### src/rtl/pipelined_addsub_if.sv
// rtl/pipelined_addsub_if.sv - operand/result handshake bundle for pipelined_addsub
interface pipelined_addsub_if #(
  parameter int WIDTH = 32
);
  // Upstream side: one operand beat per accepted handshake.
  logic             in_valid;
  logic             in_ready;
  logic [WIDTH-1:0] a;
  logic [WIDTH-1:0] b;
  logic             cin;
  logic             sub;

  // Downstream side: registered result beat with its flags.
  logic             out_valid;
  logic             out_ready;
  logic [WIDTH-1:0] s;
  logic             cout;
  logic             ovf;

  // Environment driving operands and consuming results.
  modport master (
    output in_valid, a, b, cin, sub, out_ready,
    input  in_ready, out_valid, s, cout, ovf
  );

  // The add/subtract unit itself.
  modport slave (
    input  in_valid, a, b, cin, sub, out_ready,
    output in_ready, out_valid, s, cout, ovf
  );
endinterface

### src/rtl/pipelined_addsub.sv
// rtl/pipelined_addsub.sv - chunked-carry pipelined add/subtract unit with valid/ready
module pipelined_addsub #(
  parameter int WIDTH  = 32,
  parameter int STAGES = 4
) (
  input  logic               clk,
  input  logic               reset,
  pipelined_addsub_if.slave  bus
);
  // WIDTH must be a multiple of STAGES; each stage resolves one CW-bit chunk.
  localparam int CW = WIDTH / STAGES;

  // Single advance enable: the whole pipe moves or the whole pipe holds.
  logic en;

  // Per-stage state. Stage k holds result chunks 0..k, the carry out of
  // chunk k, and the full operands so later stages can consume their chunks.
  logic [STAGES-1:0]             valid_q, valid_d;
  logic [STAGES-1:0]             carry_q, carry_d;
  logic [STAGES-1:0][WIDTH-1:0]  a_q, a_d;
  logic [STAGES-1:0][WIDTH-1:0]  b_q, b_d;
  logic [STAGES-1:0][WIDTH-1:0]  res_q, res_d;
  logic                          ovf_q, ovf_d;

  // What each stage sees on its input side: the bus for stage 0, the
  // previous stage's registers otherwise.
  logic [STAGES-1:0]             src_valid;
  logic [STAGES-1:0]             src_carry;
  logic [STAGES-1:0][WIDTH-1:0]  src_a;
  logic [STAGES-1:0][WIDTH-1:0]  src_b;
  logic [STAGES-1:0][WIDTH-1:0]  src_res;

  // One chunk's sum including its carry out.
  logic [CW:0] chunk_sum;

  assign en            = !valid_q[STAGES-1] || bus.out_ready;
  assign bus.in_ready  = en;
  assign bus.out_valid = valid_q[STAGES-1];
  assign bus.s         = res_q[STAGES-1];
  assign bus.cout      = carry_q[STAGES-1];
  assign bus.ovf       = ovf_q;

  // Route stage inputs; subtraction is folded in at entry as A + ~B + !cin.
  always_comb begin
    src_valid[0] = bus.in_valid;
    src_a[0]     = bus.a;
    src_b[0]     = bus.sub ? ~bus.b : bus.b;
    src_carry[0] = bus.cin ^ bus.sub;
    src_res[0]   = '0;
    for (int k = 1; k < STAGES; k++) begin
      src_valid[k] = valid_q[k-1];
      src_a[k]     = a_q[k-1];
      src_b[k]     = b_q[k-1];
      src_carry[k] = carry_q[k-1];
      src_res[k]   = res_q[k-1];
    end
  end

  // Compute each stage's next contents; stages only load on a valid beat so
  // bubbles never disturb the held result on the outputs.
  always_comb begin
    valid_d   = valid_q;
    carry_d   = carry_q;
    a_d       = a_q;
    b_d       = b_q;
    res_d     = res_q;
    ovf_d     = ovf_q;
    chunk_sum = '0;
    if (en) begin
      for (int k = 0; k < STAGES; k++) begin
        valid_d[k] = src_valid[k];
        if (src_valid[k]) begin
          chunk_sum = {1'b0, src_a[k][k*CW +: CW]}
                    + {1'b0, src_b[k][k*CW +: CW]}
                    + {{CW{1'b0}}, src_carry[k]};
          a_d[k]                 = src_a[k];
          b_d[k]                 = src_b[k];
          res_d[k]               = src_res[k];
          res_d[k][k*CW +: CW]   = chunk_sum[CW-1:0];
          carry_d[k]             = chunk_sum[CW];
          // The top chunk holds the sign bit, so overflow is known here.
          if (k == STAGES - 1) begin
            ovf_d = (src_a[k][WIDTH-1] == src_b[k][WIDTH-1])
                 && (chunk_sum[CW-1] != src_a[k][WIDTH-1]);
          end
        end
      end
    end
  end

  // Pipeline registers; reset discards every in-flight beat.
  always_ff @(posedge clk or posedge reset) begin
    if (reset) begin
      valid_q <= '0;
      carry_q <= '0;
      a_q     <= '0;
      b_q     <= '0;
      res_q   <= '0;
      ovf_q   <= 1'b0;
    end else begin
      valid_q <= valid_d;
      carry_q <= carry_d;
      a_q     <= a_d;
      b_q     <= b_d;
      res_q   <= res_d;
      ovf_q   <= ovf_d;
    end
  end
endmodule

### src/flat_wrapper.sv
// flat-port wrapper written by rule: the top's interface ports become plain ports
module pipelined_addsub_flat 
#(
  parameter int WIDTH  = 32,
  parameter int STAGES = 4
)
  (clk, reset, bus_in_valid, bus_a, bus_b, bus_cin, bus_sub, bus_out_ready, bus_in_ready, bus_out_valid, bus_s, bus_cout, bus_ovf);
  pipelined_addsub_if #(.WIDTH(WIDTH)) bus_i ();
  input  logic clk;
  input  logic reset;
  input wire logic [$bits(bus_i.in_valid)-1:0] bus_in_valid;
  input wire logic [$bits(bus_i.a)-1:0] bus_a;
  input wire logic [$bits(bus_i.b)-1:0] bus_b;
  input wire logic [$bits(bus_i.cin)-1:0] bus_cin;
  input wire logic [$bits(bus_i.sub)-1:0] bus_sub;
  input wire logic [$bits(bus_i.out_ready)-1:0] bus_out_ready;
  output wire logic [$bits(bus_i.in_ready)-1:0] bus_in_ready;
  output wire logic [$bits(bus_i.out_valid)-1:0] bus_out_valid;
  output wire logic [$bits(bus_i.s)-1:0] bus_s;
  output wire logic [$bits(bus_i.cout)-1:0] bus_cout;
  output wire logic [$bits(bus_i.ovf)-1:0] bus_ovf;
  assign bus_i.in_valid = bus_in_valid;
  assign bus_i.a = bus_a;
  assign bus_i.b = bus_b;
  assign bus_i.cin = bus_cin;
  assign bus_i.sub = bus_sub;
  assign bus_i.out_ready = bus_out_ready;
  assign bus_in_ready = bus_i.in_ready;
  assign bus_out_valid = bus_i.out_valid;
  assign bus_s = bus_i.s;
  assign bus_cout = bus_i.cout;
  assign bus_ovf = bus_i.ovf;
  pipelined_addsub #(.WIDTH(WIDTH), .STAGES(STAGES)) u_core (.clk(clk), .reset(reset), .bus(bus_i));
endmodule
### config.mk
export PLATFORM = sky130hd
export DESIGN_NAME = pipelined_addsub_flat
export DESIGN_NICKNAME = d
export VERILOG_FILES = /design/src/rtl/pipelined_addsub_if.sv /design/src/rtl/pipelined_addsub.sv /design/src/flat_wrapper.sv
export SDC_FILE = /design/constraint.sdc
export NUM_CORES = 1
export LEC_CHECK = 0
export CAP_MARGIN = 10
export CORE_AREA = 2 2 135 137
export DETAILED_ROUTE_END_ITERATION = 6
export DIE_AREA = 0 0 137 139
export GPL_TIMING_DRIVEN = 0
export PLACE_DENSITY = 0.83
export SETUP_SLACK_MARGIN = 0.2
export SYNTH_ARGS = -nofsm -noshare
export SYNTH_HDL_FRONTEND = slang
export SYNTH_SLANG_ARGS = --single-unit
### constraint.sdc
create_clock -name clk -period 5.3 [get_ports clk]
set_input_delay 0.53 -clock clk [delete_from_list [all_inputs] [get_ports clk]]
set_output_delay 0.53 -clock clk [all_outputs]
set_load 0.01 [all_outputs]
==> results.md <==
* Status: finished, final reports clean
* Library cells used by synthesis at 41
* #FFs+latches synth at 185
* Area contributors post-synth: dfrtp_1, mux2_2, buf_4
* Clk root buf: clkbuf_16
* Data required, critical path at 4.77 ns
* Vias in the first global route at 5639
* Most frequent cells in the layout: dfrtp_1, mux2_2, clkdlybuf4s50_1, nand2_1, o21ai_0
* Std-Cell Rows at 49
* Setup violations, final at 0
* Gates resized, CTS repair at 0
* H-tree levels at 4
* Fin crit period at 2.938 ns
* CTS Hold Bufs at 0
* Yosys top cell area share at 0.5348
* Overflow after GRT at 0
* Final Max Tran Viols at 0
* Clock transition at path regs at 0.06 ns
* P per Cell Area at 603.3 mW/mm²
* Worst hold path type: reg -> reg
* Core area at 0.01766 mm²
* R2r startpoint: u_core.b_q[48]$_DFFE_PP0P_
* Sequential area share after synthesis at 0.5348
* RSZ-0062 raised after global routing: no
* Max Fclk at 340.3 MHz
* Worst Path Max Fanout at 10
* CP startpoint: bus_out_ready
* Placer Congestion at 0.8115
* CTS Sinks at 185
* Initial Util at 0.4903
* Reg2reg setup slack at 2.89 ns
* Worst hold slack at 0.4747 ns
* GRT Total Usage at 0.1939
* Tcrit/Tclk final at 0.5544
* Mapped Cells at 685
* Worst hold start: u_core.res_q[7]$_DFFE_PP0P_
* Post-Layout Cell Count at 1054
* Syn_nets at 791
* Yosys warning count at 0
* Syn_area_per_cell at 12.64 µm²
* Routed WL at 17.08 mm
* Max cap viols at 0
* Share of layout cells above drive strength 1 at 0.2812
* Die ar. at 0.01904 mm²
* Vias per cell at 5.120
* DRT Pass-1 Iters at 4
* Worst-margin pin slew at 0.8759 ns
* Wire per inst at 16.20 µm
* Leakage at 4.729 nW
* Hpwl dp at 12.40 mm
* Top Ports at 106
* Area grow syn2layout at 23.25%
* Cell Area, Synth at 0.008657 mm²
* Drc violations at 0
* Fin. Hold Viols at 0
* Initial antenna violation count at 1
* Relative max-transition margin at 0.4148
* Worst Setup Start Kind: input pin
* Final core occ at 0.6043
* Clock Skews at 0.007102 ns
* Largest net degree at the start of global routing at 45
* Num CTS Buffers at 17
* Setup TNS at 0 ns
* Commonest non-fill, non-tap cell in the layout: dfrtp_1
* CTS max path bufs at 2
* Placed cells at 1022
* DR iter-0 viols at 226
* # diodes at 0
* IO Port Bufs at 104
* Clock Latency Late Sink at 0.44 ns
* Vias at 5396
* Die height at 139 µm
* Die Width at 137 µm
* Post-synth top area cell: dfrtp_1
* Peak VDD IR at 0.3242 mV
* Fin nets at 918
* Setup CP Type: in -> out
* First-pass GRT wire length at 28.21 mm
* CP endpoint kind: output port
* CP arrival at 2.41 ns
* CTS tree: yes
* Routed Antenna Nets at 0
* Setup Buffers After CTS at 0
[metal layers]
metal | track usage | routed length, µm | vias to the layer above
met4 | 0.07705 | 424 | 2
met2 | 0.3260 | 8598 | 94
met1 | 0.2465 | 7448 | 2666
li1 | - | - | 2602
met3 | 0.03582 | 593 | 32
met5 | 0 | 10 | -
[through the flow]
step                      worst slack [ns]  instance area, µm²  power, mW
final                                2.362               10670      6.437
after global routing                 2.273               10670      6.882
after CTS                            2.401               10670      6.494
after detailed placement             2.403               10070      5.174
after global placement               1.008                9988      5.031
after floorplan                      2.391                8661      4.347
[sequential cells by signal (all words and copies together), names as in the netlist]
register        flops
u_core.a_q         48
u_core.b_q         48
u_core.bus.ovf      1
u_core.bus.s       32
u_core.carry_q      4
u_core.res_q       48
u_core.valid_q      4
[Yosys cell counts]
cell type  instances
buf_6              2
o21ai_0           55
fa_1               8
inv_1             14
o21a_1             2
nor2b_1            1
o31ai_1            4
a21oi_1           16
a211oi_4           1
o211ai_1           2
o21bai_1           4
and2_1             2
o21ai_2            1
o311ai_2           1
and2b_1            1
buf_4             50
o21ai_1            4
a41o_1             2
o31ai_4            1
o2111ai_1          2
mux2_2           126
o211a_1            1
nand2_2            2
nand2_4            1
buf_2              6
o31ai_2            3
a31oi_1            2
a21o_1             4
nand2b_1           6
ha_1              28
xor2_1            26
nand3_1            4
xnor2_1           27
clkbuf_1           4
a211oi_1           5
nor2_1            13
a31oi_2            1
nand2_1           60
dfrtp_1          185
a211oi_2           1
nor3_1             7
[cell type report]
| type | instances | area (µm²) |
|---|---|---|
| clock buffers | 18 | 429.2 |
| fillers | 1407 | 6987 |
| plain buffers | 62 | 442.9 |
| multi-input cells | 424 | 3532 |
| repair buffers | 108 | 1121 |
| well taps | 229 | 286.5 |
| inverters | 14 | 56.30 |
| flip-flops and latches | 185 | 4629 |
| clock inverters | 14 | 172.7 |
[where the power goes]
group / total (mW) / switching [mW] / internal, mW
Combinational: 2.75 / 1.23 / 1.52
Clock: 1.30 / 0.551 / 0.745
Sequential: 2.39 / 0.349 / 2.05
[worst paths after layout]
kind	to	depth (start not counted)
max in group asynchronous	u_core.a_q[16]$_DFFE_PP0P_	4
min in group asynchronous	u_core.a_q[89]$_DFFE_PP0P_	2
worst min register to register	u_core.res_q[7]$_DFFE_PP0P_	2
worst max-delay path	bus_in_ready	5
worst max register to register	u_core.carry_q[2]$_DFFE_PP0P_	7
worst min-delay path	u_core.res_q[7]$_DFFE_PP0P_	2
[critical path: stages]
cell	delay, ns
clkdlybuf4s50_1	0.45
nand2b_1	0.09
buf_4	0.18
clkbuf_1	0.49
clkdlybuf4s50_1	0.65
[logic make-up after synthesis]
| logic type | after synthesis | share of synthesized area |
|---|---|---|
| adders and majority gates | 36 | 0.05897 |
| DFF | 185 | 0.5348 |
| and+or+nand+nor | 97 | 0.04813 |
| AOI/OAI and AO/OA | 112 | 0.08339 |
| xor gates and xnor gates | 53 | 0.05362 |
| muxes | 126 | 0.1639 |
| buffers and inverters | 76 | 0.05723 |
(Power assumes the default switching activity.)
